`config.mk`:
```
export PLATFORM = sky130hd
export DESIGN_NAME = univ_shift_reg
export DESIGN_NICKNAME = d
export VERILOG_FILES = /design/src/rtl/univ_shift_reg.sv
export SDC_FILE = /design/constraint.sdc
export NUM_CORES = 1
export LEC_CHECK = 0
export BUFFER_PORTS_ARGS = -buffer_cell sky130_fd_sc_hd__buf_2
export CAP_MARGIN = 25
export CORE_MARGIN = 2
export CORE_UTILIZATION = 45
export CTS_CLUSTER_DIAMETER = 150
export DETAILED_ROUTE_END_ITERATION = 12
export PLACE_DENSITY = 0.86
export SETUP_SLACK_MARGIN = 0.4
export SYNTH_ARGS = -nofsm -noshare
export SYNTH_HDL_FRONTEND = slang
export SYNTH_SLANG_ARGS = --single-unit
```
`constraint.sdc`:
```
create_clock -name clk -period 1.7 [get_ports clk]
set_input_delay 0.17 -clock clk [delete_from_list [all_inputs] [get_ports clk]]
set_output_delay 0.17 -clock clk [all_outputs]
set_load 0.02 [all_outputs]
```
`src/rtl/univ_shift_reg.sv`:
```
// ============================================================================
// Module   : univ_shift_reg
// Brief    : Universal shift register (hold / shift left / shift right / load)
//            with a saturating shift counter. Optional rotate support is
//            compiled in when the macro SHIFT_ROTATE_EN is defined.
// Revision : 1.0 - initial release
// ============================================================================
`default_nettype none

module univ_shift_reg #(
    parameter int              WIDTH     = 8,
    parameter logic [WIDTH-1:0] RESET_VAL = '0
) (
    input  logic                           clk,
    input  logic                           rst_n,
    input  logic                           en,
    input  logic [1:0]                     mode,
    input  logic [WIDTH-1:0]               d,
    input  logic                           sin_r,
    input  logic                           sin_l,
    input  logic                           rot,
    output logic [WIDTH-1:0]               q,
    output logic                           sout_l,
    output logic                           sout_r,
    output logic [$clog2(WIDTH+1)-1:0]     shcnt,
    output logic                           done
);

    localparam int                   CNT_W     = $clog2(WIDTH + 1);
    localparam logic [CNT_W-1:0]     C_CNT_MAX = CNT_W'(WIDTH);

    localparam logic [1:0] C_MODE_HOLD = 2'b00;
    localparam logic [1:0] C_MODE_SHL  = 2'b01;
    localparam logic [1:0] C_MODE_SHR  = 2'b10;
    localparam logic [1:0] C_MODE_LOAD = 2'b11;

    logic [WIDTH-1:0] q_q,     q_d;
    logic [CNT_W-1:0] shcnt_q, shcnt_d;
    logic             w_ins_lsb;
    logic             w_ins_msb;
    logic [CNT_W-1:0] w_cnt_inc;

`ifdef SHIFT_ROTATE_EN
    assign w_ins_lsb = rot ? q_q[WIDTH-1] : sin_r;
    assign w_ins_msb = rot ? q_q[0]       : sin_l;
`else
    // rot exists on the port list for pin compatibility but has no effect here.
    logic w_unused_rot;
    assign w_unused_rot = rot;
    assign w_ins_lsb    = sin_r;
    assign w_ins_msb    = sin_l;
`endif

    assign w_cnt_inc = (shcnt_q == C_CNT_MAX) ? shcnt_q : shcnt_q + CNT_W'(1);

    always_comb begin
        q_d     = q_q;
        shcnt_d = shcnt_q;
        if (en) begin
            case (mode)
                C_MODE_SHL: begin
                    q_d     = {q_q[WIDTH-2:0], w_ins_lsb};
                    shcnt_d = w_cnt_inc;
                end
                C_MODE_SHR: begin
                    q_d     = {w_ins_msb, q_q[WIDTH-1:1]};
                    shcnt_d = w_cnt_inc;
                end
                C_MODE_LOAD: begin
                    q_d     = d;
                    shcnt_d = '0;
                end
                C_MODE_HOLD: begin
                    q_d     = q_q;
                    shcnt_d = shcnt_q;
                end
                // Undecodable (X/Z) mode values fall through to hold.
                default: begin
                    q_d     = q_q;
                    shcnt_d = shcnt_q;
                end
            endcase
        end
    end

    always_ff @(posedge clk or negedge rst_n) begin
        if (!rst_n) begin
            q_q     <= RESET_VAL;
            shcnt_q <= '0;
        end else begin
            q_q     <= q_d;
            shcnt_q <= shcnt_d;
        end
    end

    assign q      = q_q;
    assign sout_l = q_q[WIDTH-1];
    assign sout_r = q_q[0];
    assign shcnt  = shcnt_q;
    assign done   = (shcnt_q == C_CNT_MAX);

endmodule

`default_nettype wire

```
==> results.json <==
{
  "outcome": "finished clean",
  "setup_viol": 0,
  "use_met1_pct": 23.0,
  "intPower_uw": 782,
  "cts_root_buf": "clkbuf_4",
  "register_area_um2": 303,
  "hold_viol": 0,
  "leakage_uw": 0.000513,
  "grt_use_met3_pct": 5.00,
  "area_growth_pct": 39.3,
  "drtIter0Drc": 9,
  "fin_worst_skew_ps": 2.59,
  "finalSetupTns_ps": 0,
  "yosysTopAreaCellShare_pct": 43.1,
  "grt.busiest_layer": "met2",
  "grt_pass1_vias": 700,
  "yosys_warnings": 0,
  "grt_max_degree": 19,
  "avgSynthCellArea_um2": 9.29,
  "cts.sinks": 12,
  "die_area_um2": 1880,
  "crit_type": "register to register",
  "num_antenna_cells": 0,
  "critPathMaxFanout": 4,
  "clock.fmax_mhz": 694,
  "syn_inst": 75,
  "grt_usage_pct": 20.9,
  "ys_seq_area_share_pct": 43.1,
  "fin_ws_ps": 258,
  "p_comb_share_pct": 47.9,
  "drc": 0,
  "drive_above_1_share_pct": 45.5,
  "required_ps": 1850,
  "swShare_pct": 39.5,
  "crit_path_top_delay_cell": "dfrtp_2",
  "cts_buffers": 3,
  "ir_drop_mv": 0.706,
  "io_pins": 31,
  "clk_path_buf_depth": 2,
  "arrival_ps": 1590,
  "path_depth": 5,
  "max_stage_delay_ps": 370,
  "grt_pass1_wl_um": 2980,
  "period_minus_slack_ps": 1440,
  "holdPathStages": 3,
  "finalCritPeriodShare_pct": 84.8,
  "clk_pin_slew_ps": 70,
  "place.gp.congestion": 0.767,
  "power.density_nw_per_um2": 1330,
  "firstDrtPassIters": 4,
  "portBuffers": 29,
  "min_path_type": "input port to register",
  "synth_seq_cells": 12,
  "clock_power_share_pct": 17.3,
  "tritoncts": "built",
  "fill_cells": 129,
  "critPathBufInv": 1,
  "cp_cell_sequence": "inv_2 -> ha_2 -> and3b_2 -> a21o_4 -> a221o_1",
  "netlist_area_um2": 697,
  "coreArea_um2": 1470,
  "synth_nets": 96,
  "rsz0062_at_grt": "yes",
  "overflow": 0,
  "antenna_found_initial": 0,
  "vias": 705,
  "critPathTopFamily": "compound AO/OA/AOI/OAI gates",
  "slew_headroom_pct": 79.4,
  "clkLatencyLatePin_ps": 270,
  "cp-start-kind": "register",
  "multiInputGateArea_um2": 368,
  "detail-route-antenna-nets": 0,
  "ys_types": 21,
  "pre_cts_ws_ps": 200,
  "cts_max_level": 1,
  "maxCapViolations": 0,
  "endpoint_kind": "register",
  "netSwitchingPower_uw": 511,
  "vias_per_cell": 5.51,
  "tightest_slew_ps": 309,
  "dpl.hpwl_um": 1290,
  "report.final.slew_viol_count": 0,
  "power.share.sequential_pct": 34.8,
  "fp.dieW_um": 43.4,
  "fin_util_pct": 66.0,
  "die_h_um": 43.4,
  "wl_per_cell_um": 13.9,
  "grtUsageMet2_pct": 39.1,
  "nets": 134,
  "rr_worst_depth": 5,
  "initial_utilization_pct": 47.4,
  "yosys.area.top_type": "dfrtp_1",
  "wl_um": 1780,
  "synth.top_cells.by_area": "dfrtp_1, a22o_1, ha_1, o21ai_0, a21oi_1",
  "rows": 14
}
placed cells by master, fill, tap and decap left out, types with 2 or more instances in the layout:
cell / synthesis / routed
dfrtp_2: 0 / 2
o21ai_0: 9 / 9
buf_4: 2 / 10
nand2_1: 8 / 8
buf_2: 2 / 28
nor2_1: 3 / 3
clkbuf_4: 0 / 3
a22o_1: 8 / 8
dfrtp_1: 12 / 10
nand2b_1: 2 / 2
inv_1: 5 / 3
inv_2: 0 / 2
a21oi_1: 8 / 8
ha_1: 5 / 4
layout make-up:
cell class	instances	area share, %
Clock buffer	4	3.74
Inverter	5	1.93
Tap cell	16	2.06
Multi-Input combinational cell	52	37.9
Timing Repair Buffer	39	23.2
Sequential cell	12	31.2
through the flow:
step	hold WS, ps	instance area (um^2)	cells	total power [uW]
floorplan	-126	707	75	788
global placement	54.1	870	118	931
detailed placement	67.6	870	118	964
CTS	193	961	127	1270
global route	216	971	128	1380
finish	201	971	128	1290
cells in the mapped netlist:
master / count
a21o_1: 1
a21oi_1: 8
a221o_1: 1
a22o_1: 8
and3b_1: 1
buf_2: 2
buf_4: 2
clkbuf_1: 2
dfrtp_1: 12
ha_1: 5
inv_1: 5
mux2_2: 1
mux2i_1: 1
nand2_1: 8
nand2b_1: 2
nand3_1: 1
nor2_1: 3
nor2b_1: 1
nor4_1: 1
o21ai_0: 9
o41ai_1: 1
power by group through the flow:
stage               sequential (uW)  clock, uW  combinational (uW)
detailed placement              470          0                 494
global route                    464        247                 672
CTS                             449        232                 590
finish                          450        224                 619
floorplan                       544          0                 244
global placement                458          0                 473
logic make-up after synthesis:
family	synth area share, %
and+or+nand+nor	11.5
adders and majority gates	8.98
buffers and inverters	7.36
AOI/OAI and AO/OA	26.0
muxes	3.05
DFF	43.1
path summary, 6_finish.rpt:
path	from	to	slack, ps
max	shcnt[1]$_DFFE_PN0P_	shcnt[3]$_DFFE_PN0P_	260
max in group asynchronous	rst_n	shcnt[1]$_DFFE_PN0P_	1150
min	sin_r	q[0]$_DFFE_PN0P_	200
min in group asynchronous	rst_n	q[6]$_DFFE_PN0P_	310
max reg2reg	shcnt[1]$_DFFE_PN0P_	shcnt[3]$_DFFE_PN0P_	260
min reg2reg	q[0]$_DFFE_PN0P_	q[0]$_DFFE_PN0P_	540
state kept, by name, indices dropped and copies added (netlist names):
signal and cells:
q 8, shcnt 4
per-layer routing:
metal / vias up / wire length [um] / part of all wire, %
met1: 344 / 706 / 40
met3: 0 / 104 / 5.8
met5: - / 0 / 0
li1: 336 / - / -
met4: 0 / 0 / 0
met2: 25 / 972 / 55
what timing repair did:
action                                 CTS  global route
pin swaps                                1             0
setup buffers                            4             1
cloned                                   0             0
setup endpoints to repair                5             5
hold buffers                             1             0
resized for setup                        2             1
endpoints found under the hold margin   12             0
tightest hold or removal path: cells and delay by family:
| kind | cells | cell delay, ps |
|---|---|---|
| AOI/OAI and AO/OA | 2 | 180 |
| buffers and inverters | 1 | 80 |
No activity file was read; power rests on OpenSTA's default activity.
